### src/rtl/fp_add_pkg.sv
// Shared encodings and constants for the FP adder controller and datapath.
package fp_add_pkg;

  typedef enum logic [2:0] {
    S_IDLE,
    S_LOAD,
    S_ALIGN,
    S_ADD,
    S_NORM,
    S_ROUND,
    S_PACK,
    S_HOLD
  } state_t;

  localparam int         NORM_MAX_DEF = 24;
  localparam logic [7:0] EXP_MAX      = 8'hFF;

endpackage

### src/rtl/fp_add_seq_ctrl_if.sv
// Operand-in / result-out valid-ready handshake of the FP add controller.
interface fp_add_seq_ctrl_if;

  logic in_valid;
  logic in_ready;
  logic out_valid;
  logic out_ready;

  modport master (
    output in_valid,
    output out_ready,
    input  in_ready,
    input  out_valid
  );

  modport slave (
    input  in_valid,
    input  out_ready,
    output in_ready,
    output out_valid
  );

endinterface

### src/rtl/fp_add_seq_ctrl.sv
// Sequencing FSM and normalisation counter for the external FP add datapath.
module fp_add_seq_ctrl
  import fp_add_pkg::*;
#(
  parameter int NORM_MAX = NORM_MAX_DEF
) (
  input  logic clk,
  input  logic rst,
  fp_add_seq_ctrl_if.slave hs,
  input  logic msb_set,
  input  logic mant_zero,
  input  logic round_carry,
  input  logic exp_ovf,
  output logic ld_op,
  output logic en_align,
  output logic en_add,
  output logic en_shift,
  output logic en_round,
  output logic en_pack,
  output logic overflow,
  output logic zero_res
);

  localparam int CW = $clog2(NORM_MAX + 1);
  localparam logic [CW-1:0] CMAX = CW'(NORM_MAX);

  state_t        state;
  logic [CW-1:0] cnt;
  logic          renorm;

  always_ff @(posedge clk or posedge rst) begin
    if (rst) begin
      state        <= S_IDLE;
      cnt          <= '0;
      renorm       <= 1'b0;
      overflow     <= 1'b0;
      zero_res     <= 1'b0;
      ld_op        <= 1'b0;
      en_align     <= 1'b0;
      en_add       <= 1'b0;
      en_shift     <= 1'b0;
      en_round     <= 1'b0;
      en_pack      <= 1'b0;
      hs.out_valid <= 1'b0;
      hs.in_ready  <= 1'b1;
    end else begin
      ld_op    <= 1'b0;
      en_align <= 1'b0;
      en_add   <= 1'b0;
      en_shift <= 1'b0;
      en_round <= 1'b0;
      en_pack  <= 1'b0;
      unique case (state)
        S_IDLE: begin
          if (hs.in_valid) begin
            state       <= S_LOAD;
            hs.in_ready <= 1'b0;
            ld_op       <= 1'b1;
            cnt         <= '0;
            renorm      <= 1'b0;
            overflow    <= 1'b0;
            zero_res    <= 1'b0;
          end
        end
        S_LOAD: begin
          state    <= S_ALIGN;
          en_align <= 1'b1;
        end
        S_ALIGN: begin
          state  <= S_ADD;
          en_add <= 1'b1;
        end
        S_ADD: begin
          state <= S_NORM;
        end
        // Status priority: zero, overflow, normalised, shift budget spent.
        S_NORM: begin
          if (mant_zero) begin
            zero_res <= 1'b1;
            state    <= S_PACK;
            en_pack  <= 1'b1;
          end else if (exp_ovf) begin
            overflow <= 1'b1;
            state    <= S_PACK;
            en_pack  <= 1'b1;
          end else if (msb_set) begin
            state    <= S_ROUND;
            en_round <= 1'b1;
          end else if (cnt == CMAX) begin
            zero_res <= 1'b1;
            state    <= S_PACK;
            en_pack  <= 1'b1;
          end else begin
            en_shift <= 1'b1;
            cnt      <= cnt + CW'(1);
          end
        end
        // Only one renormalisation pass is allowed per operation.
        S_ROUND: begin
          if (exp_ovf) begin
            overflow <= 1'b1;
            state    <= S_PACK;
            en_pack  <= 1'b1;
          end else if (round_carry && !renorm) begin
            renorm <= 1'b1;
            state  <= S_NORM;
          end else begin
            state   <= S_PACK;
            en_pack <= 1'b1;
          end
        end
        S_PACK: begin
          state        <= S_HOLD;
          hs.out_valid <= 1'b1;
        end
        S_HOLD: begin
          if (hs.out_ready) begin
            state        <= S_IDLE;
            hs.out_valid <= 1'b0;
            hs.in_ready  <= 1'b1;
          end
        end
      endcase
    end
  end

endmodule

### src/flat_wrapper.sv
// flat-port wrapper written by rule: the top's interface ports become plain ports
module fp_add_seq_ctrl_flat import fp_add_pkg::*;
#(
  parameter int NORM_MAX = NORM_MAX_DEF
)
  (clk, rst, msb_set, mant_zero, round_carry, exp_ovf, ld_op, en_align, en_add, en_shift, en_round, en_pack, overflow, zero_res, hs_in_valid, hs_out_ready, hs_in_ready, hs_out_valid);
  fp_add_seq_ctrl_if hs_i ();
  input  logic clk;
  input  logic rst;
  input  logic msb_set;
  input  logic mant_zero;
  input  logic round_carry;
  input  logic exp_ovf;
  output logic ld_op;
  output logic en_align;
  output logic en_add;
  output logic en_shift;
  output logic en_round;
  output logic en_pack;
  output logic overflow;
  output logic zero_res;
  input wire logic [$bits(hs_i.in_valid)-1:0] hs_in_valid;
  input wire logic [$bits(hs_i.out_ready)-1:0] hs_out_ready;
  output wire logic [$bits(hs_i.in_ready)-1:0] hs_in_ready;
  output wire logic [$bits(hs_i.out_valid)-1:0] hs_out_valid;
  assign hs_i.in_valid = hs_in_valid;
  assign hs_i.out_ready = hs_out_ready;
  assign hs_in_ready = hs_i.in_ready;
  assign hs_out_valid = hs_i.out_valid;
  fp_add_seq_ctrl #(.NORM_MAX(NORM_MAX)) u_core (.clk(clk), .rst(rst), .hs(hs_i), .msb_set(msb_set), .mant_zero(mant_zero), .round_carry(round_carry), .exp_ovf(exp_ovf), .ld_op(ld_op), .en_align(en_align), .en_add(en_add), .en_shift(en_shift), .en_round(en_round), .en_pack(en_pack), .overflow(overflow), .zero_res(zero_res));
endmodule
### config.mk
export PLATFORM = sky130hd
export DESIGN_NAME = fp_add_seq_ctrl_flat
export DESIGN_NICKNAME = d
export VERILOG_FILES = /design/src/rtl/fp_add_pkg.sv /design/src/rtl/fp_add_seq_ctrl_if.sv /design/src/rtl/fp_add_seq_ctrl.sv /design/src/flat_wrapper.sv
export SDC_FILE = /design/constraint.sdc
export NUM_CORES = 1
export LEC_CHECK = 0
export CAP_MARGIN = 40
export CORE_MARGIN = 1
export CORE_UTILIZATION = 55
export CTS_BUF_LIST = sky130_fd_sc_hd__clkbuf_8 sky130_fd_sc_hd__clkbuf_16
export DETAILED_ROUTE_END_ITERATION = 8
export PLACE_DENSITY = 0.83
export SKIP_CTS_REPAIR_TIMING = 1
export SYNTH_ARGS = -nofsm -noshare
export SYNTH_HDL_FRONTEND = slang
export SYNTH_SLANG_ARGS = --single-unit
### constraint.sdc
create_clock -name clk -period 2.7 [get_ports clk]
set_input_delay 0.81 -clock clk [delete_from_list [all_inputs] [get_ports clk]]
set_output_delay 0.81 -clock clk [all_outputs]
set_load 0.005 [all_outputs]
# Yosys cells after proc, flatten, opt, wreduce, memory -nomap -nowiden
# Cells that the tools add are included.
dict set report word_totals {
  ff_bits 19
  output_inout_bits 10
  inputBits 8
  elab_cells 100
}
dict set report classes {
  mux 51
  n_reduce_logical 15
  n_eq_ne 20
  addsub 1
}
# operator n
set ops {}
lappend ops {{$mux 1} 30}
lappend ops {{$mux 5} 5}
lappend ops {{$pmux 3 s8} 1}
lappend ops {{$mux 3} 7}
lappend ops {{$ne 2x2->1 const B} 7}
lappend ops {{$eq 3x3->1 const B} 4}
lappend ops {{$pmux 1 s2} 5}
lappend ops {{$pmux 5 s2} 1}
lappend ops {{$reduce_and 3->1} 3}
lappend ops {{$reduce_bool 2->1} 4}
lappend ops {{$eq 3x2->1 const B} 2}
lappend ops {{$ne 3x3->1 const B} 2}
lappend ops {{$reduce_and 6->1} 1}
lappend ops {{$add 5x1->5 const B} 1}
lappend ops {{$eq 5x5->1 const B} 1}
lappend ops {{$ne 5x4->1 const B} 1}
lappend ops {{$reduce_and 5->1} 1}
lappend ops {{$reduce_and 4->1} 1}
lappend ops {{$eq 3x1->1 const B} 1}
lappend ops {{$logic_not 3->1} 1}
lappend ops {{$ne 3x2->1 const B} 1}
lappend ops {{$pmux 1 s3} 1}
lappend ops {{$reduce_bool 3->1} 1}
lappend ops {{$mux 2} 1}
lappend ops {{4 further kinds} 4}

# Depth between registers and ports, before layout
dict set report depth {
  word_depth 6
  mapped_depth 5
  depth_no_buf 5
}

# Worst setup path before layout
# No wires, ideal clock.
dict set report synth_path {
  path_type {input to register}
  start {input exp_ovf}
  end {register u_core.state[1]}
  path_buffers 0
  stages 3
  path_slack_ns 1.037
  required_time_ns 2.565
  setup_ns 0.135
  arrival_ns 1.527
  cell_sequence {or3b_2 -> a31oi_1 -> a221oi_1}
}
dict set report synth_between {
  elab_chain_len 3
  elab_cells_between_ends 6
  classes_between {eq/ne: 1; mux: 4; reduce/logical: 1}
}
# element line
set synth_rtl {}
lappend synth_rtl {{from (decl)} flat_wrapper.sv:13} ;# input logic exp_ovf;
lappend synth_rtl {{$mux 3} fp_add_seq_ctrl.sv:82} ;# end else if (exp_ovf) begin
lappend synth_rtl {{$mux 3} fp_add_seq_ctrl.sv:78} ;# if (mant_zero) begin
lappend synth_rtl {{$pmux 3 s8} fp_add_seq_ctrl.sv:53} ;# unique case (state)
lappend synth_rtl {{to (signal assigned)} fp_add_seq_ctrl.sv:56} ;# state <= S_LOAD;
lappend synth_rtl {{to (signal assigned)} fp_add_seq_ctrl.sv:80} ;# state <= S_PACK;
lappend synth_rtl {{to (signal assigned)} fp_add_seq_ctrl.sv:84} ;# state <= S_PACK;
lappend synth_rtl {{to (decl)} fp_add_seq_ctrl.sv:27} ;# state_t state;
# Parallel ways exist; a longest one is shown, timed or not.
# A chain may end at the register's enable or synchronous reset.

# Worst setup path after layout
dict set report layout_path {
  start {register u_core.hs.in_ready}
  end {output hs_in_ready}
}
# element line
set layout_lines {}
lappend layout_lines {{from (decl)} fp_add_seq_ctrl_if.sv:19} ;# output in_ready,
lappend layout_lines {{from (signal assigned)} fp_add_seq_ctrl.sv:45} ;# hs.in_ready <= 1'b1;
lappend layout_lines {{from (signal assigned)} fp_add_seq_ctrl.sv:57} ;# hs.in_ready <= 1'b0;
lappend layout_lines {{from (signal assigned)} fp_add_seq_ctrl.sv:120} ;# hs.in_ready <= 1'b1;
lappend layout_lines {{to (decl)} flat_wrapper.sv:24} ;# output wire logic [$bits(hs_i.in_ready)-1:0] hs_in_ready;
# No word-level cell between the ends.

==> flow_results.xml <==
<?xml version="1.0" encoding="UTF-8"?>
<metrics>
  <group name="sta">
    <metric name="slew_headroom" unit="">0.528</metric>
    <metric name="worst_hold_margin" unit="ns">0.496</metric>
    <metric name="fmax" unit="GHz">0.476</metric>
    <metric name="worst_slew_pin_slew" unit="ns">0.707</metric>
    <metric name="setup-tns-final" unit="ns">0</metric>
    <metric name="final_min_period_over_clock_period" unit="">0.778</metric>
    <metric name="setup-violations-final" unit="">0</metric>
    <metric name="unrepaired_setup_endpoints_after_global_routing" unit="">false</metric>
    <metric name="period_needed" unit="ns">2.10</metric>
    <metric name="finClkSkew" unit="ns">0.00392</metric>
    <metric name="final-max-slew-violation-count" unit="">0</metric>
    <metric name="hold_viol_final" unit="">0</metric>
  </group>
  <group name="logic_synthesis">
    <metric name="synthFlopType" unit="">dfrtp_1</metric>
    <metric name="yosys.cell_types.count" unit="">44</metric>
    <metric name="synth_edf_count" unit="">0</metric>
    <metric name="synth_cells" unit="">105</metric>
    <metric name="register_bit_total_from_synthesis" unit="">19</metric>
    <metric name="synth_seq_area_share" unit="">0.461</metric>
    <metric name="synth_top_area_cells" unit="">dfrtp_1, o21ai_0, nand2_1</metric>
    <metric name="yosys.area.top_type" unit="">dfrtp_1</metric>
    <metric name="ys_warn_count" unit="">0</metric>
    <metric name="synth.avg_cell_area" unit="um^2">9.85</metric>
    <metric name="post-synth-top-area-fraction" unit="">0.435</metric>
    <metric name="netlist_area" unit="um^2">1030</metric>
    <metric name="synthesis.nets" unit="">115</metric>
    <metric name="async_reset_ff_frac" unit="">1.00</metric>
  </group>
  <group name="job">
    <metric name="max_cap_viol_count" unit="">0</metric>
  </group>
  <group name="layout">
    <metric name="mostFrequentLayoutCells" unit="">dfrtp_1, clkdlybuf4s50_1, o21ai_0, nand2_1, inv_1</metric>
    <metric name="area.growth.synth_to_final" unit="%">21.6</metric>
    <metric name="layout_commonest_cell" unit="">dfrtp_1</metric>
    <metric name="insertedDiodeCount" unit="">0</metric>
    <metric name="drive_gt1_frac" unit="">0.123</metric>
    <metric name="instances_no_fill" unit="">147</metric>
    <metric name="nets" unit="">133</metric>
  </group>
  <group name="global_routing">
    <metric name="grt_first_pass_wirelength" unit="um">3740</metric>
    <metric name="grt_max_degree" unit="">20</metric>
    <metric name="overflow" unit="">0</metric>
    <metric name="initial_antenna_violation_count" unit="">0</metric>
    <metric name="global_route.usage.total" unit="">0.251</metric>
    <metric name="via_count_of_the_first_global_routing_pass" unit="">853</metric>
  </group>
  <group name="die">
    <metric name="die_wd" unit="um">45.4</metric>
    <metric name="core.rowCount" unit="">15</metric>
    <metric name="dieArea" unit="um^2">2060</metric>
    <metric name="starting_utilization_of_the_core_area" unit="">0.593</metric>
    <metric name="die_boundary_height" unit="um">45.4</metric>
    <metric name="boundaryPins" unit="">18</metric>
    <metric name="fp.coreArea" unit="um^2">1750</metric>
  </group>
  <group name="worst_hold_path">
    <metric name="worstHoldPathCells" unit="">2</metric>
    <metric name="hold_path.class" unit="">reg -&gt; reg</metric>
  </group>
  <group name="clocking">
    <metric name="clk_root_buffer_cell" unit="">clkbuf_8</metric>
    <metric name="htree_depth" unit="">1</metric>
    <metric name="clk_transition_reported_paths" unit="ns">0.07</metric>
    <metric name="cts_inserted_buffers" unit="">3</metric>
    <metric name="clock_tree.buffer_depth" unit="">2</metric>
    <metric name="cts_tree" unit="">built</metric>
    <metric name="cts_num_sinks" unit="">19</metric>
    <metric name="clk_latency" unit="ns">0.26</metric>
  </group>
  <group name="worst_setup_path">
    <metric name="criticalPathCategory" unit="">reg -&gt; out</metric>
    <metric name="timing.critical_path.slowest_stage_cell" unit="">dfstp_2</metric>
    <metric name="critical_path.max_stage_delay" unit="ns">0.54</metric>
    <metric name="worst_setup_path_end_kind" unit="">primary output</metric>
    <metric name="crit_fanout" unit="">3</metric>
    <metric name="worstSetupStartpointType" unit="">flop</metric>
    <metric name="worst-endpoint-required" unit="ns">1.89</metric>
    <metric name="path_cells" unit="">clkdlybuf4s50_1</metric>
    <metric name="worst_r2r_path_depth" unit="">3</metric>
    <metric name="critical_path_arrival" unit="ns">1.29</metric>
    <metric name="crit_cells" unit="">1</metric>
    <metric name="critPathBufInv" unit="">1</metric>
    <metric name="path_delay_family" unit="">flip-flops</metric>
  </group>
  <group name="power">
    <metric name="ir_worst_vdd" unit="V">0.000501</metric>
    <metric name="power.density" unit="nW/um^2">983</metric>
    <metric name="leakage_power" unit="nW">0.545</metric>
    <metric name="total_power" unit="W">0.00124</metric>
  </group>
  <group name="placed_design">
    <metric name="gp_routability_congestion" unit="">0.808</metric>
    <metric name="buffer_ports.inserted" unit="">17</metric>
    <metric name="dp_hpwl" unit="um">1550</metric>
    <metric name="dpl.cell_count" unit="">143</metric>
  </group>
  <group name="route">
    <metric name="antenna_nets_post_route" unit="">0</metric>
    <metric name="wl_per_cell" unit="um">15.1</metric>
    <metric name="firstDrtPassIters" unit="">4</metric>
    <metric name="vias" unit="">902</metric>
    <metric name="via_per_inst" unit="">6.14</metric>
    <metric name="wl" unit="um">2220</metric>
    <metric name="drtIter0Drc" unit="">32</metric>
    <metric name="drt_drc_violations_left" unit="">0</metric>
  </group>
  <group name="outcome">
    <metric name="outcome" unit="">completed</metric>
  </group>
</metrics>
==> metal layers <==
layer,share of wire,vias up,track usage
met3,0.064,9,0.0397
met4,0.021,0,0.103
met5,0,-,0
met2,0.49,50,0.414
li1,-,426,-
met1,0.42,417,0.328
==> worst reg2reg max path: stages (launching register included) <==
cell	delay, ns
dfrtp_1	0.54
or2_2	0.45
or4_1	0.42
a22oi_1	0.18
==> where the power goes <==
part / leakage [nW] / internal [W] / switching [W] / total [W]
combinational: 0.299 / 0.000269 / 0.000236 / 0.000505
clock: 0.0255 / 0.000103 / 0.0000973 / 0.000200
sequential: 0.220 / 0.000386 / 0.000147 / 0.000533
==> registers in the layout (all words and copies together) (netlist names) <==
register / count
u_core.cnt: 5
u_core.en_add: 1
u_core.en_align: 1
u_core.en_pack: 1
u_core.en_round: 1
u_core.en_shift: 1
u_core.hs.in_ready: 1
u_core.hs.out_valid: 1
u_core.ld_op: 1
u_core.overflow: 1
u_core.renorm: 1
u_core.state: 3
u_core.zero_res: 1
==> kinds of logic (layout without fill, tap and decap cells) <==
family,after synthesis,after routing,synth area share
AOI/OAI and AO/OA,32,32,0.209
adders and majority gates,2,2,0.0242
buffers and inverters,13,30,0.0593
DFF,19,19,0.461
muxes,1,1,0.00967
and+or+nand+nor,38,38,0.237
==> path summary, 6_finish.rpt <==
path                                     start                  end  slack [ns]
max reg2reg                    u_core.state[1]      u_core.zero_res        1.03
min                        u_core.hs.out_valid  u_core.hs.out_valid        0.50
max in group asynchronous                  rst      u_core.en_align        1.29
max                         u_core.hs.in_ready          hs_in_ready        0.60
min reg2reg                u_core.hs.out_valid  u_core.hs.out_valid        0.50
min in group asynchronous                  rst      u_core.state[0]        0.97
==> cell usage after synthesis (all sizes together) (2+ instances only) <==
master and number:
a211o 2, a21oi 2, a31oi 2, and2 2, buf 2, clkbuf 3, dfrtp 18, ha 2
inv 8, nand2 8, nand2b 2, nand3 2, nand4 2, nor2 5, nor2b 2, nor3 2
nor4b 2, nor4bb 2, o211ai 3, o21ai 12, o311ai 3, or3 2
==> metrics by stage <==
| stage | setup WS, ns | utilization | cell area [um^2] |
|---|---|---|---|
| after global routing | 0.550 | 0.721 | 1260 |
| final | 0.600 | 0.721 | 1260 |
| after global placement | 0.434 | 0.695 | 1210 |
| after detailed placement | 0.395 | 0.695 | 1210 |
| after floorplan | 1.04 | - | 1030 |
| after CTS | 0.593 | 0.721 | 1260 |
==> area by class of cell <==
| type | instances | area (um^2) |
|---|---|---|
| Inverter | 8 | 30.0 |
| Timing Repair Buffer | 18 | 178 |
| Clock inverter | 1 | 5.00 |
| Fill cell | 136 | 487 |
| Clock buffer | 3 | 41.3 |
| Sequential cell | 19 | 477 |
| Multi-Input combinational cell | 73 | 497 |
| Tap cell | 25 | 31.3 |
(Power assumes the default switching activity.)
